[config.mk]
export PLATFORM = sky130hd
export DESIGN_NAME = switch_debounce
export DESIGN_NICKNAME = d
export VERILOG_FILES = /design/src/rtl/switch_debounce.sv
export SDC_FILE = /design/constraint.sdc
export NUM_CORES = 1
export LEC_CHECK = 0
export ABC_CLOCK_PERIOD_IN_PS = 1700
export CORE_MARGIN = 3
export CORE_UTILIZATION = 50
export CTS_CLUSTER_SIZE = 16
export DETAILED_ROUTE_END_ITERATION = 10
export DONT_BUFFER_PORTS = 1
export PLACE_DENSITY = 0.66
export SLEW_MARGIN = 30
export SYNTH_ARGS = -nofsm -noshare
export SYNTH_HDL_FRONTEND = slang
export SYNTH_SLANG_ARGS = --single-unit
[constraint.sdc]
create_clock -name int_osc -period 1.7 [get_ports int_osc]
set_input_delay 0.17 -clock int_osc [delete_from_list [all_inputs] [get_ports int_osc]]
set_output_delay 0.17 -clock int_osc [all_outputs]
set_load 0.1 [all_outputs]
[src/rtl/switch_debounce.sv]
// Two-flop synchroniser plus per-bit stability counter for the DIP switches.
// Define SWITCH_DEBOUNCE_BYPASS_EN to drop the counters for fast simulation.
module switch_debounce #(
    parameter int WIDTH           = 4,
    parameter int DEBOUNCE_CYCLES = 960000
) (
    input  logic             int_osc,
    input  logic             reset_n,
    input  logic [WIDTH-1:0] s,
    output logic [WIDTH-1:0] digit,
    output logic             changed
);

    logic [WIDTH-1:0] sync1_q, sync1_d;
    logic [WIDTH-1:0] sync2_q, sync2_d;
    logic [WIDTH-1:0] digit_q, digit_d;
    logic             changed_q, changed_d;

`ifdef SWITCH_DEBOUNCE_BYPASS_EN

    always_comb begin
        sync1_d   = s;
        sync2_d   = sync1_q;
        digit_d   = sync2_q;
        changed_d = (sync2_q != digit_q);
    end

    always_ff @(posedge int_osc or negedge reset_n) begin
        if (!reset_n) begin
            sync1_q   <= '0;
            sync2_q   <= '0;
            digit_q   <= '0;
            changed_q <= 1'b0;
        end else begin
            sync1_q   <= sync1_d;
            sync2_q   <= sync2_d;
            digit_q   <= digit_d;
            changed_q <= changed_d;
        end
    end

`else

    localparam int CNT_W = (DEBOUNCE_CYCLES > 1) ? $clog2(DEBOUNCE_CYCLES) : 1;
    localparam logic [CNT_W-1:0] CNT_MAX = CNT_W'(DEBOUNCE_CYCLES - 1);

    logic [CNT_W-1:0] cnt_q [WIDTH];
    logic [CNT_W-1:0] cnt_d [WIDTH];
    logic [WIDTH-1:0] upd;

    // A full count forces the update and clears the counter, so it never wraps.
    always_comb begin
        sync1_d = s;
        sync2_d = sync1_q;
        digit_d = digit_q;
        upd     = '0;
        for (int i = 0; i < WIDTH; i++) begin
            cnt_d[i] = cnt_q[i];
            if (sync2_q[i] == digit_q[i]) begin
                cnt_d[i] = '0;
            end else if (cnt_q[i] == CNT_MAX) begin
                digit_d[i] = sync2_q[i];
                cnt_d[i]   = '0;
                upd[i]     = 1'b1;
            end else begin
                cnt_d[i] = cnt_q[i] + CNT_W'(1);
            end
        end
        changed_d = |upd;
    end

    always_ff @(posedge int_osc or negedge reset_n) begin
        if (!reset_n) begin
            sync1_q   <= '0;
            sync2_q   <= '0;
            digit_q   <= '0;
            changed_q <= 1'b0;
            for (int i = 0; i < WIDTH; i++) begin
                cnt_q[i] <= '0;
            end
        end else begin
            sync1_q   <= sync1_d;
            sync2_q   <= sync2_d;
            digit_q   <= digit_d;
            changed_q <= changed_d;
            for (int i = 0; i < WIDTH; i++) begin
                cnt_q[i] <= cnt_d[i];
            end
        end
    end

`endif

    assign digit   = digit_q;
    assign changed = changed_q;

endmodule
# [Word level (Yosys, flattened, before mapping)]
# Index checks and enable logic that the tools add are counted.
# W data, S select, Z words.
[totals] regBits=93 inputBits=6 out_inout_bits=5 wordCells=48
[op_classes] n_addsub=4 eq_ne=8 n_mux=16 n_bitwise=4 reduce_logical=5
[ops] cell="$mux W20" count=8
[ops] cell="$add A20 B1 Y20 const B" count=4
[ops] cell="$eq A20 B20 Y1 const B" count=4
[ops] cell="$mux W1" count=8
[ops] cell="$reduce_and A2 Y1" count=4
[ops] cell="$eq A1 B1 Y1" count=4
[ops] cell="$not A1 Y1" count=4
[ops] cell="$reduce_or A4 Y1" count=1

# [Depth between registers and ports, before layout]
[depth] depth_word=4 mapped_depth=6 ltp_nobuf=5

# [Worst setup path before layout]
# Ideal clock, no wire load.
[synth_path] kind="reg2reg" startpoint="register digit_q[3], in the netlist digit[3]" endpoint="register cnt_q[18] (netlist name)" setup_ns=0.083 t_arrival_ns=1.965 required_ns=1.617 path_slack_ns=-0.347 path_stages_with_launch=4 n_path_buf=0 synth_period_minus_slack_ns=2.047 cell_sequence="dfrtp_1 -> xnor2_1 -> or4b_2 -> o21ai_0"
[synth_rtl] item="start: declaration" line="16" rtl="logic [WIDTH-1:0] digit_q, digit_d;"
[synth_rtl] item="start signal: assignment" line="84" rtl="digit_q <= digit_d;"
[synth_rtl] item="end signal: indexed assignment" line="87" rtl="cnt_q[i] <= cnt_d[i];"
[synth_rtl] item="end: declaration" line="47" rtl="logic [CNT_W-1:0] cnt_q [WIDTH];"

==> results.md <==
* Status: finished, violations left
* Failing checks: negative hold slack, negative setup slack
* Vias in the first global route at 3744
* Synth area leaders: dfrtp_1 (51%), xnor2_1 (6.4%), nor2_1 (4.8%)
* Max-slew violation count at 0
* Routed len/inst at 15.8 um
* Clk_skew at 0.0154 ns
* Largest net degree at the start of global routing at 94
* WP data arrival at 2.15 ns
* Number of port buffers at 0
* Die extent in x at 101 um
* Fin cells at 674
* NetSw at 0.930 mW
* Share of cells above drive strength 1 at 0.364
* CTS tree: done
* Worst slew pin tran at 0.501 ns
* Mapped Area at 4520 sq um
* Critical path required time at 1.98 ns
* Internal power at 3.08 mW
* Combinational share of power at 0.050
* Setup violators final at 29
* Buffers and inverters on the worst path at 1
* Pre-Repair DR Iteration Count at 4
* Die area at 10200 sq um
* Clock transition at path regs at 0.10 ns
* IR drop worst, VDD at 0.502 mV
* Clock Path Buffers at 2
* Critical path's top delay family: simple AND/OR/NAND/NOR gates
* Worst-Skew Late Latency at 0.37 ns
* Commonest non-fill, non-tap cell in the layout: buf_4
* FP Rows at 34
* Synthesized area per cell at 9.85 sq um
* Hold Path Class: in2async
* Unique masters post-synth at 41
* Crit path kind: reg2reg
* Initial antenna violation count at 0
* Final cycle utilization of the critical path at 1.10
* Placed wire-length estimate at 6800 um
* Sw frac at 0.232
* Ports at 11
* Leakage Power at 2.46 nW
* Worst slack, placed at -0.0854 ns
* CP Capture Type: flip-flop
* Peak Freq at 537 MHz
* Routed vias at 3821
* Most frequent cells in the layout: buf_4 (88), dfrtp_1 (85), nor2_1 (43)
* Sequential area share after synthesis at 0.515
* Die Span Y at 101 um
* Clk sinks at 93
* Critical-path top delay cell: or4_1
* Final hold slack at -0.516 ns
* Ys Warns at 0
* # diodes at 0
* Clock Root Buffer: clkbuf_8
* Synth-to-layout area growth at 34.5%
* Overflow after GRT at 0
* Global-route usage over all layers at 0.206
* Top-area cell type share of the netlist area at 0.515
* Vias/cell at 5.67
* Post-Syn Nets at 469
* First-pass GRT wire length at 17100 um
* Initial Util at 0.516
* RSZ-0062 raised after global routing: true
* Mapped Cells at 459
* Final Hold Vio Count at 93
* Critical Path, Cell by Cell: buf_4 > ha_4 > nand2_2 > or4_4 > or4_1 > a21oi_1
* DRC violations left at 0
* DRT iter0 DRCs at 154
* Gpl congestion at 0.832
* Pwr Density at 660 nW/um^2
* # hold bufs at CTS at 4
* Crit path launch type: flip-flop
* Final WL at 10600 um
* CP max FO at 5
* Clock share of power at 0.383
* Flops & latches, synth at 93
* Largest stage delay, worst path at 0.49 ns
* Clock buffer count from CTS at 9
* Design Area, Final at 6080 sq um
* Max-cap viol count at 0
* Max_slew headroom at 0.663
* Antenna-violating nets left at 0
* Core ar. at 8760 sq um
* Final min period at 1.86 ns
* Cells after DPL at 634
* Leading area contributor after synthesis: dfrtp_1
* NumNets Final at 571
* Cell area after placement at 5290 sq um
* Setup WS post-layout at -0.163 ns
* # H-tree levels at 3
* Seq pwr share at 0.567
-- kinds of logic (layout without fill, tap and decap cells) --
family	Yosys count	in the layout	share of synthesized area
compound gates	61	61	0.0778
flops	93	93	0.515
mux	1	1	0.00249
xor+xnor	50	50	0.0969
fa+ha+maj	4	4	0.0111
buf+inv	27	134	0.0249
simple gates	223	223	0.272
-- power by group through the flow --
stage          sequential, mW  clock [mW]  combinational (mW)
5_1_grt                  2.28        1.66               0.221
6_report                 2.27        1.54               0.201
4_1_cts                  2.27        1.57               0.148
2_1_floorplan            2.31           0              0.0800
3_3_place_gp             2.31           0               0.125
3_5_place_dp             2.31           0               0.128
-- routing by layer --
layer | part of all wire | vias to the layer above | wire (um) | track usage
li1 | - | 1856 | - | -
met2 | 0.52 | 49 | 5520 | 0.345
met1 | 0.44 | 1905 | 4730 | 0.274
met4 | 0.0095 | 0 | 101 | 0.0736
met3 | 0.027 | 11 | 286 | 0.0284
met5 | 0 | - | 0 | 0
-- cell usage after synthesis --
| cell | n |
|---|---|
| o41ai_1 | 2 |
| nand4bb_1 | 1 |
| a31o_2 | 1 |
| o21ai_2 | 2 |
| or4bb_1 | 1 |
| or3_2 | 2 |
| mux2_2 | 1 |
| nor2_1 | 58 |
| nor4bb_1 | 3 |
| clkbuf_2 | 1 |
| a21oi_1 | 25 |
| and3b_1 | 2 |
| or4_1 | 14 |
| and2_1 | 3 |
| or3_1 | 12 |
| nor4_1 | 11 |
| nand3_2 | 2 |
| o21ai_0 | 19 |
| nand2_1 | 33 |
| and3_2 | 2 |
| or4_4 | 2 |
| a21o_1 | 1 |
| o31ai_1 | 10 |
| nand3b_1 | 3 |
| and3_1 | 4 |
| and4_1 | 7 |
| nor3_1 | 9 |
| nand4b_1 | 1 |
| nor4b_1 | 3 |
| xnor2_1 | 33 |
| inv_1 | 14 |
| nand4_1 | 19 |
| o21ai_1 | 1 |
| xor2_1 | 17 |
| or4b_2 | 2 |
| buf_2 | 8 |
| clkbuf_1 | 4 |
| ha_1 | 4 |
| dfrtp_1 | 93 |
| or2_2 | 3 |
| nand3_1 | 26 |
-- final cells by class --
class	instances	area [sq um]
Clock inverter	6	70.1
Multi-Input combinational cell	339	2460
Tap cell	108	135
Fill cell	663	2690
Sequential cell	93	2340
Clock buffer	10	138
Timing Repair Buffer	104	885
Inverter	14	52.6
-- what timing repair did --
action | 4_1_cts | 5_1_grt
cloned | 0 | 3
resized for setup | 9 | 82
setup endpoints to repair | 40 | 74
pin swaps | 8 | 29
endpoints found under the hold margin | 97 | 93
setup buffers | 6 | 11
-- worst reg2reg max path, stage by stage (launching register included) --
cell and delay [ns]:
dfrtp_1 0.37, buf_4 0.13, ha_4 0.13, nand2_2 0.06, or4_4 0.44, or4_1 0.49, a21oi_1 0.16
-- flip-flops by register name (all words and copies together), names as in the netlist --
register / flops
digit: 4
changed: 1
sync1_q: 4
cnt_q: 80
sync2_q: 4
-- through the flow --
stage / power, mW / TNS [ns] / util
floorplan: 2.39 / -0.134 / -
global placement: 2.44 / -0.104 / 0.603
detailed placement: 2.44 / -1.14 / 0.603
CTS: 3.99 / -0.103 / 0.642
global route: 4.16 / -3.36 / 0.694
finish: 4.01 / -1.19 / 0.694
-- worst paths after layout --
kind | startpoint | endpoint | slack [ns] | cells past startpoint
min in group int_osc | s[2] | sync1_q[2] | 0.36 | 1
min reg2reg | sync1_q[0] | sync2_q[0] | 0.36 | 0
min | reset_n | cnt_q[55] | -0.52 | 0
max | cnt_q[20] | cnt_q[38] | -0.16 | 6
max reg2reg | cnt_q[20] | cnt_q[38] | -0.16 | 6
max in group asynchronous | reset_n | cnt_q[7] | 2.08 | 0
Note: power is estimated with default switching activity, not from simulation.
